--- src/rtl/cabac_bit_fetcher.sv ---
// cabac_bit_fetcher: MSB-first bit buffer between a byte stream source and the arithmetic decoder.
// Serves 1..MAX_RD bit reads, byte alignment and zero-padded reads past end of stream.
module cabac_bit_fetcher #(
  parameter int BUF_W  = 32,
  parameter int MAX_RD = 16
) (
  input  logic              clk,
  input  logic              rst_n,
  input  logic [7:0]        byte_in,
  input  logic              byte_valid,
  output logic              byte_req,
  input  logic              rd_req,
  input  logic [4:0]        rd_num,
  input  logic              align_req,
  output logic [MAX_RD-1:0] rd_data,
  output logic              rd_valid,
  output logic              rd_pad,
  output logic [31:0]       bit_pos,
  output logic              eos
);
  localparam int CW = $clog2(BUF_W + 1);
  logic [BUF_W-1:0]  buf_q, shifted;
  logic [CW-1:0]     count, n, r, sh, cnt_sh;
  logic [MAX_RD-1:0] top;
  logic              seen, align_pend, align_act, align_go, rd_go, take;
  assign byte_req = (count <= CW'(BUF_W - 8)) && !eos;
  assign top      = buf_q[BUF_W-1 -: MAX_RD];
  always_comb begin
    n         = (rd_num == 5'd0 || 32'(rd_num) > MAX_RD) ? CW'(MAX_RD) : CW'(rd_num);
    r         = (bit_pos[2:0] == 3'd0) ? '0 : CW'(4'd8 - {1'b0, bit_pos[2:0]});
    align_act = align_req || align_pend;
    align_go  = align_act && (count >= r || eos);
    rd_go     = rd_req && !rd_valid && !align_act && (count >= n || eos);
    sh        = align_go ? r : rd_go ? n : '0;
    cnt_sh    = (count >= sh) ? count - sh : '0;
    shifted   = buf_q << sh;
    take      = byte_req && byte_valid;
  end
  // Shift-out happens first; the incoming byte lands directly below the surviving bits.
  always_ff @(posedge clk or negedge rst_n) begin
    if (!rst_n) begin
      buf_q      <= '0;
      count      <= '0;
      bit_pos    <= '0;
      rd_data    <= '0;
      rd_valid   <= 1'b0;
      rd_pad     <= 1'b0;
      eos        <= 1'b0;
      seen       <= 1'b0;
      align_pend <= 1'b0;
    end else begin
      buf_q      <= take ? shifted | ({byte_in, {(BUF_W-8){1'b0}}} >> cnt_sh) : shifted;
      count      <= take ? cnt_sh + CW'(8) : cnt_sh;
      bit_pos    <= bit_pos + 32'(sh);
      seen       <= seen || take;
      eos        <= eos || (seen && !byte_valid);
      align_pend <= align_act && !align_go;
      rd_valid   <= rd_go;
      if (rd_go) begin
        rd_data <= top >> (CW'(MAX_RD) - n);
        rd_pad  <= count < n;
      end
    end
  end
  a_rd_num_legal: assert property (@(posedge clk) disable iff (!rst_n)
    rd_req |-> (rd_num != 5'd0 && 32'(rd_num) <= MAX_RD));
endmodule

--- config.mk ---
export PLATFORM = sky130hd
export DESIGN_NAME = cabac_bit_fetcher
export DESIGN_NICKNAME = d
export VERILOG_FILES = /design/src/rtl/cabac_bit_fetcher.sv
export SDC_FILE = /design/constraint.sdc
export NUM_CORES = 1
export LEC_CHECK = 0
export ABC_CLOCK_PERIOD_IN_PS = 13150
export CAP_MARGIN = 20
export CORE_ASPECT_RATIO = 1.75
export CORE_MARGIN = 5
export CORE_UTILIZATION = 62
export CTS_CLUSTER_SIZE = 8
export DETAILED_ROUTE_END_ITERATION = 16
export GPL_TIMING_DRIVEN = 0
export PLACE_DENSITY = 0.86
export SLEW_MARGIN = 10
export SYNTH_ARGS = -nofsm -noshare
export SYNTH_HDL_FRONTEND = slang
export SYNTH_SLANG_ARGS = --single-unit
--- constraint.sdc ---
create_clock -name clk -period 13.15 [get_ports clk]
set_clock_uncertainty 0.1 [all_clocks]
set_input_delay 2.63 -clock clk [delete_from_list [all_inputs] [get_ports clk]]
set_output_delay 2.63 -clock clk [all_outputs]
set_load 0.01 [all_outputs]
## Yosys cells after proc, flatten, opt, wreduce, memory -nomap -nowiden

Cells that the tools add are included.

- Register bits after elaboration: 91
- Latch bits: 0
- Bits in writable memories: 0
- Bits in read-only memories: 0
- Input bits: 18
- Output and inout bits: 52
- Logic and storage cells: 52
- Memories kept: 0

- Add/subtract/negate cells: 5
- Multiply operators: 0
- Divide/modulo/power cells: 0
- Magnitude comparators: 6
- Eq/ne operators: 0
- Shift-type cells: 3
- Mux-type cells: 7
- Bitwise logic cells: 1
- Reduce and logical (&&, ||, !) cells: 21

Operators by type and width:

| kind | count |
|---|---|
| $add A32 B6 Y32 | 1 |
| $mux W32 | 1 |
| $or A32 B32 Y32 | 1 |
| $shl A32 B6 Y32 | 1 |
| $shr A32 B6 Y32 | 1 |
| $mux W6 | 4 |
| $shr A16 B6 Y16 | 1 |
| $ge A6 B6 Y1 | 2 |
| $mux W5 | 2 |
| $logic_and A1 B1 Y1 | 8 |
| $add A6 B4 Y6 const B | 1 |
| $ge A6 B5 Y1 | 1 |
| $le A6 B5 Y1 const B | 1 |
| $logic_or A1 B1 Y1 | 6 |
| $lt A6 B5 Y1 | 1 |
| $sub A5 B5 Y6 const A | 1 |
| $sub A6 B6 Y6 | 1 |
| $gt A5 B5 Y1 const B | 1 |
| $logic_not A1 Y1 | 5 |
| $logic_not A5 Y1 | 1 |
| $sub A4 B3 Y5 const A | 1 |
| $logic_not A3 Y1 | 1 |

## Depth between registers and ports, before layout

- Depth in word-level cells: 13
- Gate-level depth with buffers: 26
- Mapped depth without buffers: 23

## Least setup slack after synthesis

No wires, ideal clock.

- Kind: input to register
- Start: in rd_num[2]
- End: reg buf_q[26]
- Setup time: 0.138 ns
- Arrival time: 8.287 ns
- Slack: 4.625 ns
- Stages: 26
- Path buffers: 6
- Path through: or4_1 ha_1 nor2b_1 clkbuf_1 buf_1 ha_1 nand2b_1 a21o_2 a211o_1 nand2_1 buf_2 nor2_2 inv_1 clkbuf_1 ha_1 clkbuf_1 and4b_2 a221oi_1 nor2_1 buf_2 mux2_2 mux2i_1 o21ai_0 and2_1 a221oi_1 o211ai_1

- Word-level cells in the longest chain between the ends: 13
- Elaborated cells on any way between the ends: 16
- Classes of those cells: add/sub: 1; order compare: 3; shift: 2; mux: 5; bitwise: 1; reduce/logical: 4

RTL lines:

| item | line | RTL |
|---|---|---|
| start, declared | 13 | `input logic [4:0] rd_num,` |
| $gt A5 B5 Y1 / $logic_not A5 Y1 (equally long branches) | 29 | `n = (rd_num == 5'd0 \|\| 32'(rd_num) > MAX_RD) ? CW'(MAX_RD) : CW'(rd_num);` |
| $logic_or A1 B1 Y1 | 29 |  |
| $mux W5 (*) | 29 |  |
| $ge A6 B5 Y1 | 33 | `rd_go = rd_req && !rd_valid && !align_act && (count >= n \|\| eos);` |
| $logic_or A1 B1 Y1 | 33 |  |
| $logic_and A1 B1 Y1 | 33 |  |
| $mux W5 (*) | 34 | `sh = align_go ? r : rd_go ? n : '0;` |
| $mux W6 (*) | 34 |  |
| $sub A6 B6 Y6 / $ge A6 B6 Y1 (equally long branches) | 35 | `cnt_sh = (count >= sh) ? count - sh : '0;` |
| $mux W6 (*) | 35 |  |
| named net cnt_sh[0] | 23 | `logic [CW-1:0] count, n, r, sh, cnt_sh;` |
| $shr A32 B6 Y32 (*) | 52 | `buf_q <= take ? shifted \| ({byte_in, {(BUF_W-8){1'b0}}} >> cnt_sh) : shifted;` |
| $or A32 B32 Y32 (*) | 52 |  |
| $mux W32 (*) | 52 |  |
| end signal, assigned | 52 |  |
| end, declared | 22 | `logic [BUF_W-1:0] buf_q, shifted;` |

The timed path passes the listed nets; every way through them passes the cells marked *.
A chain may end at the register's enable or synchronous reset.

## Worst setup path in the final report

- Start: in rd_num[2]
- End: reg buf_q[9]

- Word-level cells in the longest chain between the ends: 13
- Elaborated cells on any way between the ends: 16
- Classes of those cells: add/sub: 1; order compare: 3; shift: 2; mux: 5; bitwise: 1; reduce/logical: 4

RTL lines:

| item | line |
|---|---|
| $gt A5 B5 Y1 / $logic_not A5 Y1 (equally long branches) | 29 |
| $logic_or A1 B1 Y1 | 29 |
| $mux W5 (*) | 29 |
| $ge A6 B5 Y1 | 33 |
| $logic_or A1 B1 Y1 | 33 |
| $logic_and A1 B1 Y1 | 33 |
| $mux W5 (*) | 34 |
| $mux W6 (*) | 34 |
| $sub A6 B6 Y6 / $ge A6 B6 Y1 (equally long branches) | 35 |
| $mux W6 | 35 |
| $shr A32 B6 Y32 | 52 |
| $or A32 B32 Y32 | 52 |
| $mux W32 (*) | 52 |

Every way passes the cells marked *; elsewhere a longest branch is shown, timed or not.

==> results_dict.tcl <==
set metrics [dict create \
    status "completed" \
    buffer_ports.inserted 69 \
    numCtsBuffers 9 \
    root_buffer "clkbuf_16" \
    p_leak_nw 3.51 \
    drc 0 \
    cts_max_level 3 \
    critPathKind "in -> reg" \
    multi_input_comb_area_um2 4210 \
    firstDrtPassIters 6 \
    grt_max_degree 48 \
    die_y_um 149 \
    syn_avg_cell_area_um2 8.99 \
    hold_viol_final 0 \
    detail-route-antenna-nets 0 \
    routed_via_density 6.81 \
    critPathMaxFanout 11 \
    synth-main-ff-cell "dfrtp_1" \
    final_cells 975 \
    final_util_pct 74.5 \
    whs_path_depth 1 \
    wl_mm 23.8 \
    grt_pass1_wl_mm 37.6 \
    worst_pin_slew_ns 0.799 \
    cts_buffer_depth 2 \
    insertedDiodeCount 0 \
    fmax_mhz 97.8 \
    synth-seq-cells 91 \
    drtIter0Drc 655 \
    cp_slowest_stage_delay_ns 0.60 \
    cts_tree "built" \
    irDropWorstVdd_mv 0.275 \
    hold_class "reg -> reg" \
    finalMaxSlewViolations 0 \
    ios 70 \
    synth_area_um2 6830 \
    endpoint_kind "flop" \
    rows 50 \
    globalRoute.totalOverflow 0 \
    yosys_warnings 0 \
    finalWorstSetupSlack_ns 2.92 \
    synth-async-reset-ratio_pct 100 \
    antenna_found_initial 2 \
    hold_buffers 0 \
    area_growth_pct 17.4 \
    clock_sinks 91 \
    maxCapViolations 0 \
    power_density_nw_per_um2 304 \
    cts_setup_buffers 0 \
    ys_seq_area_share_pct 33.4 \
    coreArea_um2 10800 \
    syn-num-nets 803 \
    post-route-period-util_pct 77.8 \
    fin_tns_setup_ns 0 \
    wl_per_cell_um 24.4 \
    place_inst 959 \
    cp.required_ns 13.21 \
    crit_arrival_ns 10.28 \
    drive_gt1_share_pct 8.99 \
    rsz0062_at_grt "false" \
    slowest_stage "a32oi_2" \
    hpwl_mm 18.5 \
    die_x_um 89.3 \
    die-area_um2 13300 \
    seq_area_um2 2280 \
    initial_utilization_pct 63.4 \
    finalSetupViolCount 0 \
    ys_types 76 \
    nets 884 \
    cp-start-kind "input port" \
    netlist_instances 759 \
    post_cts_resized 0 \
    fin_crit_ns 10.23 \
    dp_slack_ns 2.78 \
    synth-edff-count 0 \
    fillCellCount 787 \
    first_global_vias 7128 \
    path_clk_slew_ns 0.07 \
    vias 6637 \
    rr_worst_depth 26 \
    clock_latency_ns 0.35 \
    place.gp.congestion 1.08 \
    grt_usage_pct 37.7 \
    max_slew_margin_pct 45.2 \
]
-- where the power goes --
part	internal, W	total [W]	switching [W]
Combinational	0.000649	0.00174	0.00109
Clock	0.000151	0.000275	0.000124
Sequential	0.000353	0.000419	0.0000660
Total	0.00115	0.00243	0.00128
-- cell families after synthesis --
group,Yosys count,synth area share (%)
and+or+nand+nor,242,16.9
AOI/OAI and AO/OA,191,19.5
muxes,100,15.3
DFF,91,33.4
buffers and inverters,70,5.02
xor gates and xnor gates,39,5.00
adders and majority gates,26,4.99
-- per-layer routing --
layer	track usage (%)	vias up	wire, µm
li1	-	2944	-
met1	37.6	3159	7810
met2	64.2	383	12300
met3	8.46	147	1380
met4	30.6	4	2250
met5	0	-	34
-- critical path, delay by kind of cell --
family	cells	cell delay, ns
buf+inv	8	2.64
compound gates	9	2.30
fa+ha+maj	4	1.26
simple gates	6	1.45
-- registers in the layout, summed over array words and instances, names as in the netlist --
name        count
align_pend      1
bit_pos        32
buf_q          32
count           6
eos             1
rd_data        16
rd_pad          1
rd_valid        1
seen            1
-- cells in the final DEF (no fill, tap or decap), types with 11 or more instances in the layout --
cell	count
a21oi_1	28
a22o_1	12
and3_1	12
clkbuf_1	28
clkdlybuf4s50_1	68
dfrtp_1	91
ha_1	24
inv_1	25
mux2_2	23
mux2i_1	76
nand2_1	93
nand3_1	30
nor2_1	43
nor3_1	17
o211ai_1	11
o21ai_0	42
o22ai_1	18
xnor2_1	29
-- stage by stage --
step	area (µm²)	total power (W)	hold slack, ns
final	8010	0.00243	0.386
after global routing	8010	0.00256	0.395
after CTS	8010	0.00236	0.387
after detailed placement	7700	0.00208	0.372
after global placement	7680	0.00203	0.353
after floorplan	6830	0.00157	0.340
-- worst paths after layout --
check / from / end / slack, ns
max: rd_num[2] / buf_q[9]$_DFF_PN0_ / 2.92
min: bit_pos[31]$_DFF_PN0_ / bit_pos[31]$_DFF_PN0_ / 0.39
max reg2reg: bit_pos[1]$_DFF_PN0_ / buf_q[9]$_DFF_PN0_ / 6.37
min reg2reg: bit_pos[31]$_DFF_PN0_ / bit_pos[31]$_DFF_PN0_ / 0.39
max in group asynchronous: rst_n / bit_pos[4]$_DFF_PN0_ / 10.11
min in group asynchronous: rst_n / align_pend$_DFF_PN0_ / 2.17
-- cell usage after synthesis (10+ instances only) --
master     n  share of area, %
a21o_1    10               1.1
o21ai_0   42               3.1
mux2_2    23               3.8
o211ai_1  11               1.2
o22ai_1   18               1.6
clkbuf_1  28               1.5
inv_1     25               1.4
a22o_1    12               1.5
xnor2_1   29               3.7
dfrtp_1   91                33
nor2_1    43               2.4
nand3_1   30               2.2
nor3_1    17               1.2
ha_1      24               4.4
nand2_1   93               5.1
and3_1    12               1.1
mux2i_1   76                11
a21oi_1   28               2.1
xor2_1    10               1.3
-- cell type report --
class	count	area share, %
Multi-Input combinational cell	598	52.5
Sequential cell	91	28.4
Inverter	30	1.44
Timing Repair Buffer	70	8.93
Clock buffer	9	2.81
Tap cell	130	2.03
Clock inverter	7	1.03
Buffer	40	2.84
Power figures use the tool's default switching activity.
